`src/rtl/stencil_draw_scheduler.sv`:
```
// Round-robin scheduler sharing one Stencil blitter between N_REQ sprite requesters.
// Launches a blit only in the draw window, waits for it to finish, then acks the winner.
module stencil_draw_scheduler #(
    parameter int N_REQ         = 4,
    parameter int X_WIDTH       = 10,
    parameter int Y_WIDTH       = 10,
    parameter int ID_WIDTH      = 4,
    parameter int START_TIMEOUT = 16,
    parameter int CNT_WIDTH     = 5,
    localparam int GW           = (N_REQ > 1) ? $clog2(N_REQ) : 1
) (
    input  logic                        clock,
    input  logic                        reset_n,
    input  logic [N_REQ-1:0]            req,
    input  logic [N_REQ*X_WIDTH-1:0]    req_x,
    input  logic [N_REQ*Y_WIDTH-1:0]    req_y,
    input  logic [N_REQ*ID_WIDTH-1:0]   req_id,
    output logic [N_REQ-1:0]            ack,
    output logic                        ack_err,
    input  logic                        draw_window,
    output logic                        blit_start,
    output logic [X_WIDTH-1:0]          blit_x,
    output logic [Y_WIDTH-1:0]          blit_y,
    output logic [ID_WIDTH-1:0]         blit_id,
    input  logic                        blit_finish,
    output logic                        busy,
    output logic [GW-1:0]               grant_idx,
    output logic                        err_timeout,
    input  logic                        err_clear
);

    typedef enum logic [2:0] {
        IDLE, ARB, LAUNCH, WAIT_BUSY, WAIT_DONE, DONE
    } state_t;

    state_t                 state_q, state_d;
    logic [GW-1:0]          rr_q, rr_d;
    logic [GW-1:0]          grant_q, grant_d;
    logic [X_WIDTH-1:0]     x_q, x_d;
    logic [Y_WIDTH-1:0]     y_q, y_d;
    logic [ID_WIDTH-1:0]    id_q, id_d;
    logic [CNT_WIDTH-1:0]   cnt_q, cnt_d;
    logic                   abort_q, abort_d;
    logic                   err_q, err_d;

    logic                   win_found;
    logic [GW-1:0]          win_idx;
    logic [GW-1:0]          rr_nxt;
    logic [GW:0]            sum;
    logic [GW-1:0]          cand;

    // Scan starting at rr_q, wrapping modulo N_REQ (N_REQ need not be a power of two).
    always_comb begin
        win_found = 1'b0;
        win_idx   = '0;
        sum       = '0;
        cand      = '0;
        for (int k = 0; k < N_REQ; k++) begin
            sum = {1'b0, rr_q} + (GW+1)'(k);
            if (sum >= (GW+1)'(N_REQ)) begin
                sum = sum - (GW+1)'(N_REQ);
            end
            cand = sum[GW-1:0];
            if (!win_found && req[cand]) begin
                win_found = 1'b1;
                win_idx   = cand;
            end
        end
        sum = {1'b0, win_idx} + (GW+1)'(1);
        if (sum == (GW+1)'(N_REQ)) begin
            sum = '0;
        end
        rr_nxt = sum[GW-1:0];
    end

    always_comb begin
        state_d = state_q;
        rr_d    = rr_q;
        grant_d = grant_q;
        x_d     = x_q;
        y_d     = y_q;
        id_d    = id_q;
        cnt_d   = cnt_q;
        abort_d = abort_q;
        err_d   = err_q;
        if (err_clear) begin
            err_d = 1'b0;
        end
        unique case (state_q)
            IDLE: begin
                if (draw_window && (|req) && blit_finish) begin
                    state_d = ARB;
                end
            end
            ARB: begin
                if (win_found) begin
                    grant_d = win_idx;
                    x_d     = req_x[win_idx*X_WIDTH +: X_WIDTH];
                    y_d     = req_y[win_idx*Y_WIDTH +: Y_WIDTH];
                    id_d    = req_id[win_idx*ID_WIDTH +: ID_WIDTH];
                    rr_d    = rr_nxt;
                    state_d = LAUNCH;
                end else begin
                    state_d = IDLE;
                end
            end
            LAUNCH: begin
                cnt_d   = '0;
                abort_d = 1'b0;
                state_d = WAIT_BUSY;
            end
            WAIT_BUSY: begin
                if (!blit_finish) begin
                    state_d = WAIT_DONE;
                end else if (cnt_q == CNT_WIDTH'(START_TIMEOUT - 1)) begin
                    abort_d = 1'b1;
                    state_d = DONE;
                end else begin
                    cnt_d = cnt_q + 1'b1;
                end
            end
            WAIT_DONE: begin
                if (blit_finish) begin
                    state_d = DONE;
                end
            end
            DONE: begin
                // A timeout in this cycle beats a simultaneous clear.
                if (abort_q) begin
                    err_d = 1'b1;
                end
                state_d = IDLE;
            end
            default: state_d = IDLE;
        endcase
    end

    always_ff @(posedge clock or negedge reset_n) begin
        if (!reset_n) begin
            state_q <= IDLE;
            rr_q    <= '0;
            grant_q <= '0;
            x_q     <= '0;
            y_q     <= '0;
            id_q    <= '0;
            cnt_q   <= '0;
            abort_q <= 1'b0;
            err_q   <= 1'b0;
        end else begin
            state_q <= state_d;
            rr_q    <= rr_d;
            grant_q <= grant_d;
            x_q     <= x_d;
            y_q     <= y_d;
            id_q    <= id_d;
            cnt_q   <= cnt_d;
            abort_q <= abort_d;
            err_q   <= err_d;
        end
    end

    always_comb begin
        ack = '0;
        if (state_q == DONE) begin
            ack[grant_q] = 1'b1;
        end
    end

    assign ack_err     = (state_q == DONE) && abort_q;
    assign blit_start  = (state_q == LAUNCH);
    assign busy        = (state_q != IDLE);
    assign blit_x      = x_q;
    assign blit_y      = y_q;
    assign blit_id     = id_q;
    assign grant_idx   = grant_q;
    assign err_timeout = err_q;

endmodule

```
`config.mk`:
```
export PLATFORM = sky130hd
export DESIGN_NAME = stencil_draw_scheduler
export DESIGN_NICKNAME = d
export VERILOG_FILES = /design/src/rtl/stencil_draw_scheduler.sv
export SDC_FILE = /design/constraint.sdc
export NUM_CORES = 1
export LEC_CHECK = 0
export ABC_AREA = 1
export BUFFER_PORTS_ARGS = -buffer_cell sky130_fd_sc_hd__clkbuf_2
export CAP_MARGIN = 10
export CORE_ASPECT_RATIO = 1.2
export CORE_MARGIN = 3
export CORE_UTILIZATION = 50
export CTS_BUF_LIST = sky130_fd_sc_hd__clkbuf_4 sky130_fd_sc_hd__clkbuf_8 sky130_fd_sc_hd__clkbuf_16
export DETAILED_ROUTE_END_ITERATION = 6
export GPL_ROUTABILITY_DRIVEN = 0
export PLACE_DENSITY_LB_ADDON = 0.05
export SLEW_MARGIN = 20
export SYNTH_ARGS = -nofsm -noshare
export SYNTH_HDL_FRONTEND = slang
export SYNTH_SLANG_ARGS = --single-unit
```
`constraint.sdc`:
```
create_clock -name clock -period 3.7 [get_ports clock]
set_input_delay 0.74 -clock clock [delete_from_list [all_inputs] [get_ports clock]]
set_output_delay 0.74 -clock clock [all_outputs]
set_load 0.02 [all_outputs]
```
; ---- Yosys cells after proc, flatten, opt, wreduce, memory -nomap -nowiden
; Index checks and enable logic that the tools add are counted.
[totals]
inputBits = 105
register_bits = 38
out_inout_bits = 34
wordCells = 102
[classes]
addsub = 9
eq_ne = 13
multipliers = 1
magnitude_cmp = 10
reduce_logical = 18
shift = 3
muxes = 39
[op_table]
columns = operator, n
row1 = variable part select 40 x 7 -> 10 bit, 2
row2 = two-way mux 2 bit, 10
row3 = variable part select 16 x 5 -> 4 bit, 1
row4 = "less-than comparator 2 x 3 -> 1 bit, second input constant", 5
row5 = case mux 3 bit (5 select lines), 1
row6 = two-way mux 1 bit, 14
row7 = two-way mux 3 bit, 4
row8 = two-way mux 5 bit, 2
row9 = "inequality test 2 bit, second input constant", 5
row10 = case mux 5 bit (2 select lines), 1
row11 = "equality test 3 bit, second input constant", 3
row12 = ">= comparator 3 bit, second input constant", 3
row13 = AND reduction 3 bit, 3
row14 = binary-select mux 1 bit (select 2 bit), 4
row15 = "subtractor 2 x 1 -> 2 bit, second input constant", 4
row16 = logical AND 1 bit, 7
row17 = "adder 2 x 1 -> 3 bit, second input constant", 2
row18 = "adder 2 x 2 -> 3 bit, second input constant", 2
row19 = "equality test 3 x 2 -> 1 bit, second input constant", 2
row20 = "adder 5 x 1 -> 5 bit, second input constant", 1
row21 = "equality test 5 x 4 -> 1 bit, second input constant", 1
row22 = "multiplier 2 x 3 -> 5 bit, second input constant", 1
row23 = two-way mux 4 bit, 1
row24 = OR reduction 4 bit, 1
row25 = 11 further kinds, 13

; ---- Depth between registers and ports, before layout
; Gate-level depths: netlist (run 1).
[logic_depth]
word_depth = 17
mapped_depth = 17
depth_no_buf = 15

; ---- Worst setup path after synthesis (run 1)
; Ideal clock, no wire load.
[synth_path]
path_type = input-to-reg
startpoint = input port req[3]
endpoint = register y_q[4], in the netlist blit_y[4]
path_slack_ps = 1713
setup_time_ps = 117
stages = 9
required_time_ps = 3583
arrival_time_ps = 1869
path_buffers = 2
cell_sequence = inv_1 -> nand4_1 -> clkbuf_1 -> buf_1 -> nand4_1 -> nand3_1 -> nand2_1 -> nand2_1 -> nand2_1
[synth_between]
elab_chain_len = 14
elab_cells_between_ends = 25
cone_classes = mul (1) / shift (1) / mux (16) / reduce/logical (7)
[synth_rtl]
columns = item, line_no
row1 = start: declaration, 14  ; input logic [N_REQ-1:0] req,
row2 = binary-select mux 1 bit (select 2 bit), 64  ; if (!win_found && req[cand]) begin
row3 = two-way mux 1 bit (not written as such), 64
row4 = two-way mux 1 bit, 64
row5 = logical NOT 1 bit, 64
row6 = logical AND 1 bit, 64
row7 = two-way mux 1 bit, 64
row8 = logical NOT 1 bit, 64
row9 = logical AND 1 bit, 64
row10 = two-way mux 1 bit, 64
row11 = logical NOT 1 bit, 64
row12 = logical AND 1 bit, 64
row13 = two-way mux 2 bit, 64
row14 = multiplier 2 x 3 -> 5 bit, 99  ; y_d = req_y[win_idx*Y_WIDTH +: Y_WIDTH];
row15 = variable part select 40 x 7 -> 10 bit, 99
row16 = end signal: assignment, 154  ; y_q <= y_d;
row17 = end: declaration, 40  ; logic [Y_WIDTH-1:0] y_q, y_d;
; Several ways; a longest one is shown, not always the timed one. The select of a mux whose other input is x is not followed.
; A chain may end at the register's enable or synchronous reset.

; ---- Worst setup path in the final report (run 1)
[layout_path]
startpoint = register rr_q[0]
endpoint = register x_q[8], in the netlist blit_x[8]
[layout_between]
elab_chain_len = 16
elab_cells_between_ends = 40
cone_classes = add/sub (7) / mul (1) / order compare (4) / shift (1) / mux (20) / reduce/logical (7)
[layout_rtl]
columns = item, line_no
row1 = start: declaration, 37  ; logic [GW-1:0] rr_q, rr_d;
row2 = start signal: assignment, 151  ; rr_q <= rr_d;
row3 = branches (longest 16 deep; another with adder 2 x 1 -> 3 bit), --
row4 = end signal: assignment, 143  ; x_q <= '0;
row5 = end signal: assignment, 153  ; x_q <= x_d;
row6 = end: declaration, 39  ; logic [X_WIDTH-1:0] x_q, x_d;
; Several ways; the timed one is not identified. The select of a mux whose other input is x is not followed.

==> run metrics, run 1 <==
outcome=finished, final reports clean; die area=7120 um^2; register area=951 um^2; crit path DAT=2820 ps; Layout Cells excl Fill=710; Via density=5.07; worst hold path class=reg -> reg; Synth top area share=31.0%; Starting DRT DRC Count=179; Top delay family on crit path=simple AND/OR/NAND/NOR gates; RSZ-0062 raised after global routing=no; H-Tree Depth=2; antenna-violating nets left=0; All-Layer GR Usage=25.4%; # setup viols final=0; drt pass-1 iters=5; Pwr per Cell Area=954 nW/um^2; count leader, synth=nand2_1; CP endpoint=blit_x[8]$_DFFE_PN0P_; Post-Syn Area=3070 um^2; Final #Nets=736; average wire per standard cell=12.4 um; Max-cap violations=0; initial core utilization=52.8%; WL final=8820 um; pin count of the biggest net entering global routing=52; placed cell count=702; PortBufs=138; post_cts resized=0; total CTS buffers=5; Max stage delay on crit path=560 ps; CP endpoint kind=flip-flop; setup ws final=1110 ps; Commonest cells post-synth=235 x nand2_1, 71 x inv_1, 50 x nand4_1, 38 x dfrtp_1, 36 x nand3_1; first-pass GRT wire length=15000 um; DR vias=3602; Core Region=5820 um^2; ys flop type=dfrtp_1; final hold vios=0; Clock transition at path regs=80 ps; Critical Path Source Type=flip-flop; most frequent CP cell=nand2_1; Unique masters post-synth=28; Worst R2R Start=rr_q[0]$_DFFE_PN0P_; Layout area overhead=25.5%; Critical-path top delay cell=dfrtp_1; Tmin final=2590 ps; area leader, netlist=dfrtp_1; headroom to the max-slew limit=40.7%; fmax=0.387 GHz; Longest Clk Path Bufs=2; FILL cells=559; dpl hpwl=6300 um; FF-to-FF setup slack=1110 ps; Worst-Margin Slew=889 ps; critical path depth in cells=15; Setup CP Type=reg -> reg; Reg2Reg Capture Point=blit_x[8]$_DFFE_PN0P_; global route total overflow=0; Max Slew Vio Count=0; post-route cell area=3850 um^2; Die Wd=77.6 um; TritonCTS clock tree=done; clock sink count=38; postcts setup bufs=0; CP Cell Sequence=inv_4, nand2_1, nand2_2, nand2_1, nand2_1, nand2_1, nand3_2, nand3_2, buf_4, nand2_1, nand2_1, nand2_1, nand2_1, nand2_1, nand2_1; share of post-route cells with drive strength above 1=25.7%; antenna cells=0; sequential area share after synthesis=31.0%; buffers and inverters on the worst path=2; DRC Markers=0; Peak VDD IR=0.000562 V; cells after synthesis=509; initial antenna violation count=0; area of the multi-input gates=1640 um^2; syn nets=616; post-synthesis register bit count=38; LEAKAGE=2.46 nW; row count=30; Post-Route Utilization=66.3%; dpl cell area=3710 um^2; I/O pins=139; hold_buf cts=0; path depth of the worst reg2reg path=15; syn avg cell area=6.03 um^2; Layout Skew=8.03 ps; final worst path period share=69.9%; Yosys warning count=0; Area contributors post-synth=dfrtp_1 31%, nand2_1 29%, nand4_1 10%; Place WS=925 ps; die span in y=91.9 um; CTS Root Cell=clkbuf_8; vias in the first global route=3502; Setup TNS=0 ps; CP required=3930 ps; fraction of registers with async set/reset=100%; crit-path max FO=50; Post-synth EDFFs=0; clk_lat worst skew=290 ps; worst setup path startpoint=rr_q[0]$_DFFE_PN0P_
-- flip-flops by register name, indices dropped and copies added, names as in the netlist --
signal and flops:
blit_id 4, rr_q 2, err_timeout 1, cnt_q 5, grant_idx 2, state_q 3
abort_q 1, blit_y 10, blit_x 10
-- worst min path at each step --
stage,start,end,slack (ps),cells after the start
floorplan,reset_n,abort_q$_DFFE_PN0P_,440,0
global placement,blit_y[0]$_DFFE_PN0P_,blit_y[0]$_DFFE_PN0P_,460,2
detailed placement,blit_y[9]$_DFFE_PN0P_,blit_y[9]$_DFFE_PN0P_,470,2
CTS,blit_y[2]$_DFFE_PN0P_,blit_y[2]$_DFFE_PN0P_,490,2
global route,blit_x[0]$_DFFE_PN0P_,blit_x[0]$_DFFE_PN0P_,500,2
finish,blit_y[0]$_DFFE_PN0P_,blit_y[0]$_DFFE_PN0P_,480,2
-- layer usage --
metal  up-vias  track usage [%]  wire (um)
li1       1839                -          -
met1      1607             30.7       3700
met2       143             46.6       4380
met3        13             3.63        565
met4         0             7.12        170
met5         -                0          0
-- layout by cell type (no fill, tap or decap), drive strengths merged --
| cell | instances |
|---|---|
| nand3b | 1 |
| nand2 | 238 |
| nor3 | 8 |
| nand4 | 50 |
| o21bai | 1 |
| o21ai | 5 |
| o22ai | 2 |
| inv | 75 |
| bufinv | 2 |
| clkbuf | 143 |
| nor3b | 1 |
| buf | 6 |
| a22oi | 2 |
| dfrtp | 38 |
| clkinv | 1 |
| nand3 | 39 |
| a22o | 1 |
| nor2 | 10 |
| ha | 2 |
| a21oi | 5 |
-- layout make-up --
type / instances / share of cell area, %
Timing Repair Buffer: 143 / 18.9
Clock buffer: 6 / 2.14
Sequential cell: 38 / 24.7
Inverter: 76 / 7.53
Multi-Input combinational cell: 365 / 42.6
Clock inverter: 2 / 1.56
Tap cell: 80 / 2.60
-- cells by family after synthesis --
| group | Yosys count | share of synthesized area (%) |
|---|---|---|
| compound gates | 16 | 3.05 |
| fa+ha+maj | 2 | 0.815 |
| buf+inv | 106 | 15.6 |
| flops | 38 | 31.0 |
| simple gates | 347 | 49.6 |
-- report_power, final --
| group | leakage, nW | internal, mW | switching [mW] |
|---|---|---|---|
| logic | 1.90 | 0.799 | 1.70 |
| registers | 0.482 | 0.598 | 0.139 |
| clock network | 0.0714 | 0.288 | 0.150 |
-- per-stage QoR --
step                power [mW]  hold slack [ps]
finish                    3.68              481
global route              4.08              502
CTS                       3.70              486
detailed placement        3.24              466
global placement          3.20              461
floorplan                 2.80              444
-- worst register-to-register path, cell delays in order, from the launching register on --
cell and delay [ps]:
dfrtp_1 560, inv_4 120, nand2_1 90, nand2_2 80, nand2_1 70, nand2_1 50
nand2_1 80, nand3_2 350, nand3_2 200, buf_4 450, nand2_1 150, nand2_1 90
nand2_1 50, nand2_1 60, nand2_1 40, nand2_1 70
Power figures use the tool's default switching activity.
==> run 2: changes to the inputs <==
- ABC_AREA: 1 -> 0
- CORE_UTILIZATION: 50 -> 47
- clock period: 3.7 -> 2.4 ns (I/O delays scaled with it)
==> run metrics, run 2 <==
vias in the first global route=2748; Final #Nets=530; Area contributors post-synth=dfrtp_1 34%, mux2i_1 8.5%, o211ai_2 8.4%; initial antenna violation count=0; initial core utilization=49.1%; clock sink count=38; most frequent cells in the layout=138 x clkbuf_2, 38 x dfrtp_1, 35 x nand2_1, 28 x a21o_1, 26 x nand4_1; global route total overflow=0; ys flop type=dfrtp_1; Net Sw Frac=46.1%; worst setup path startpoint=state_q[0]$_DFFE_PN0P_; headroom to the max-slew limit=28.3%; fraction of registers with async set/reset=100%; I/O pins=139; average wire per standard cell=16.6 um; dpl hpwl=6050 um; row count=30; Layout Cells excl Fill=504; Longest Clk Path Bufs=2; Post-synth EDFFs=0; clk_lat worst skew=290 ps; Peak VDD IR=0.000564 V; die span in y=90.9 um; Max-cap violations=0; Pwr per Cell Area=1050 nW/um^2; DRC Markers=0; Post-Syn Area=2820 um^2; All-Layer GR Usage=23.2%; Worst-Margin Slew=1070 ps; total CTS buffers=5; post-route cell area=3600 um^2; crit-path max FO=12; Starting DRT DRC Count=196; syn nets=401; net switching power=1.75 mW; antenna cells=0; Tmin final=2100 ps; hold_ws=228 ps; placed cell count=496; P_int=2.04 mW; Setup TNS=0 ps; crit path DAT=1620 ps; hold_buf cts=0; WL final=8360 um; most common cell after layout, fill and taps aside=clkbuf_2; Commonest cells post-synth=38 x dfrtp_1, 35 x nand2_1, 28 x a21o_1, 26 x nand4_1, 25 x o31ai_1; dpl cell area=3510 um^2; fmax=0.476 GHz; CP required=1920 ps; Via density=5.62; die area=6970 um^2; first-pass GRT wire length=13200 um; Power Total=3.79 mW; CP endpoint kind=output pin; area of the multi-input gates=1640 um^2; post_cts resized=0; clock share of power=12.8%; final hold vios=0; sequential area share after synthesis=33.7%; area leader, netlist=dfrtp_1; CTS Root Cell=clkbuf_8; FILL cells=543; Die Wd=76.7 um; # setup viols final=0; register area=951 um^2; syn avg cell area=9.60 um^2; PortBufs=138; outcome=finished, final reports clean; RSZ-0062 raised after global routing=no; Layout area overhead=27.7%; setup ws final=297 ps; Critical Path Source Type=flip-flop; Yosys warning count=0; Place WS=231 ps; H-Tree Depth=2; drt pass-1 iters=5; postcts setup bufs=0; Synth top area share=33.7%; Unique masters post-synth=45; Core Region=5740 um^2; TritonCTS clock tree=done; Combinational Power Share=57.0%; Max Slew Vio Count=0; worst hold path class=in -> async; Setup CP Type=reg -> out; LEAKAGE=1.89 nW; Seq pwr share=30.3%; pin count of the biggest net entering global routing=39; Post-Route Utilization=62.7%; post-synthesis register bit count=38; Clock transition at path regs=80 ps; antenna-violating nets left=0; share of post-route cells with drive strength above 1=44.3%; Worst R2R Start=rr_q[1]$_DFFE_PN0P_; Layout Skew=7.40 ps; count leader, synth=dfrtp_1; cells after synthesis=294; final worst path period share=87.6%; DR vias=2834
[run 2: cell count changes in the layout (fill, tap and decap cells not counted), moves of 4 or more]
cell,delta
o211ai_1,+5
nand3_1,-35
nor3_1,-6
and3_1,+4
nor2b_1,+5
o211ai_2,+19
a21o_1,+28
nand2b_1,+4
nand4_1,-24
nand2_1,-200
mux2i_1,+24
o31ai_1,+25
buf_4,+7
inv_1,-68
[run 2: cell families after synthesis]
| group | share of synthesized area [%] |
|---|---|
| xor gates and xnor gates | 0.310 |
| and+or+nand+nor | 18.5 |
| muxes | 8.91 |
| adders and majority gates | 0.887 |
| buffers and inverters | 8.16 |
| AOI/OAI and AO/OA | 29.5 |
| DFF | 33.7 |
[run 2: worst paths after layout]
check	depth (start not counted)	slack, ps	end
min	2	230	rr_q[1]$_DFFE_PN0P_
max	4	300	ack[2]
min reg2reg	1	480	err_timeout$_DFF_PN0_
max reg2reg	5	360	blit_x[1]$_DFFE_PN0P_
min in group clock	3	440	err_timeout$_DFF_PN0_
max in group asynchronous	2	1780	state_q[0]$_DFFE_PN0P_
[run 2: final cells by class]
cell class                      instances  area share [%]
Inverter                                3           0.313
Multi-Input combinational cell        224            45.6
Clock inverter                          1           0.139
Sequential cell                        38            26.4
Tap cell                               80            2.78
Clock buffer                            7            2.50
Timing Repair Buffer                  151            22.2
[run 2: layer usage]
| metal | track usage (%) | routed length, um |
|---|---|---|
| met5 | 0 | 0 |
| met4 | 8.91 | 204 |
| met3 | 5.09 | 567 |
| met2 | 38.9 | 4270 |
| met1 | 28.9 | 3310 |
[run 2: critical path: stages, from the launching register on]
cell	delay, ps
dfrtp_1	530
nor2b_1	290
nand2_1	110
nor3b_1	200
clkbuf_2	200
[run 2: power by group through the flow]
stage          sequential, mW  combinational [mW]  clock (mW)
2_1_floorplan            1.31                1.50           0
3_3_place_gp             1.15                2.15           0
3_5_place_dp             1.16                2.19           0
4_1_cts                  1.15                2.19       0.497
5_1_grt                  1.19                2.35       0.526
6_report                 1.15                2.16       0.483
==> run 3: changes to the inputs <==
- PLACE_DENSITY: unset -> 0.8
- PLACE_DENSITY_LB_ADDON: 0.05 -> unset
==> run metrics, run 3 (synthesized netlist as in run 2, its figures left out) <==
# setup viols final=0; FILL cells=508; Final #Nets=528; CTS Root Cell=clkbuf_8; RSZ-0062 raised after global routing=no; Combinational Power Share=57.1%; H-Tree Depth=2; share of post-route cells with drive strength above 1=44.1%; Peak VDD IR=0.000749 V; Reg2Reg Capture Point=blit_x[3]$_DFFE_PN0P_; worst hold path class=in -> async; final worst path period share=87.0%; crit path DAT=1610 ps; worst setup path startpoint=state_q[0]$_DFFE_PN0P_; initial core utilization=49.1%; post_cts resized=0; postcts setup bufs=0; DRC Markers=0; Critical-path top delay cell=dfrtp_1; path depth of the worst reg2reg path=5; drt pass-1 iters=4; antenna cells=0; headroom to the max-slew limit=28.3%; Tmin final=2090 ps; CP Cell Sequence=nor2b_1, and2_1, and3_1, clkbuf_2; Via density=5.74; Max-cap violations=0; Worst R2R Start=rr_q[1]$_DFFE_PN0P_; hold_ws=323 ps; outcome=finished, final reports clean; clk_lat worst skew=290 ps; die span in y=90.9 um; Layout area overhead=26.7%; Starting DRT DRC Count=98; Worst-Margin Slew=1070 ps; I/O pins=139; P_int=2.02 mW; All-Layer GR Usage=23.3%; Layout Cells excl Fill=502; PortBufs=138; Critical Path Source Type=flip-flop; average wire per standard cell=16.5 um; LEAKAGE=1.88 nW; Layout Skew=8.85 ps; TritonCTS clock tree=done; Max stage delay on crit path=540 ps; Clock transition at path regs=80 ps; Seq pwr share=30.5%; fmax=0.479 GHz; Longest Clk Path Bufs=2; CP endpoint kind=output pin; row count=30; clock sink count=38; Core Region=5740 um^2; Setup TNS=0 ps; Max Slew Vio Count=0; global route total overflow=0; initial antenna violation count=0; pin count of the biggest net entering global routing=39; FF-to-FF setup slack=370 ps; dpl hpwl=6090 um; DR vias=2879; Net Sw Frac=46.5%; most frequent cells in the layout=138 x clkbuf_2, 38 x dfrtp_1, 35 x nand2_1, 28 x a21o_1, 26 x nand4_1; total CTS buffers=5; vias in the first global route=2897; net switching power=1.75 mW; most common cell after layout, fill and taps aside=clkbuf_2; clock share of power=12.5%; Setup CP Type=reg -> out; placed cell count=494; die area=6970 um^2; CP required=1920 ps; crit-path max FO=12; antenna-violating nets left=0; hold_buf cts=0; final hold vios=0; Pwr per Cell Area=1050 nW/um^2; first-pass GRT wire length=13500 um; Die Wd=76.7 um; WL final=8270 um
[run 3: worst max path at each step]
stage	endpoint	depth (start not counted)
finish	ack[3]	4
global route	blit_x[1]$_DFFE_PN0P_	5
CTS	ack[3]	4
detailed placement	blit_y[0]$_DFFE_PN0P_	6
global placement	blit_y[3]$_DFFE_PN0P_	6
floorplan	blit_id[0]$_DFFE_PN0P_	9
[run 3: layer usage]
metal  routed length, um  track usage (%)  vias to the layer above
met5                   0                0                        -
met4                  82             7.55                        0
met3                 697             5.89                        8
met2                4000             40.5                      141
met1                3490             27.9                     1358
li1                    -                -                     1372
[run 3: critical path, delay by kind of cell, from the launching register on]
kind / cells / cell delay (ps)
buffers and inverters: 1 / 160
DFF: 1 / 540
and+or+nand+nor: 3 / 620
[run 3: power by group through the flow]
stage	logic [mW]	registers, mW	clock network (mW)
final	2.15	1.15	0.470
after global routing	2.34	1.18	0.513
after CTS	2.17	1.14	0.487
after detailed placement	2.17	1.15	0
after global placement	2.11	1.15	0
after floorplan	1.50	1.31	0
[run 3: metrics by stage]
stage	power (mW)	worst slack (ps)	instance area, um^2	utilization [%]
floorplan	2.80	565	2820	-
global placement	3.26	231	3480	60.6
detailed placement	3.32	272	3480	60.6
CTS	3.80	314	3570	62.2
global route	4.04	164	3570	62.2
finish	3.77	312	3570	62.2
[run 3: final cells by class]
cell class	count	area, um^2	area share, %
clock buffers	6	82.6	2.31
clock inverters	2	12.5	0.350
inverters	3	11.3	0.315
multi-input cells	224	1640	46.0
flip-flops and latches	38	951	26.6
well taps	80	100	2.80
repair buffers	149	773	21.6
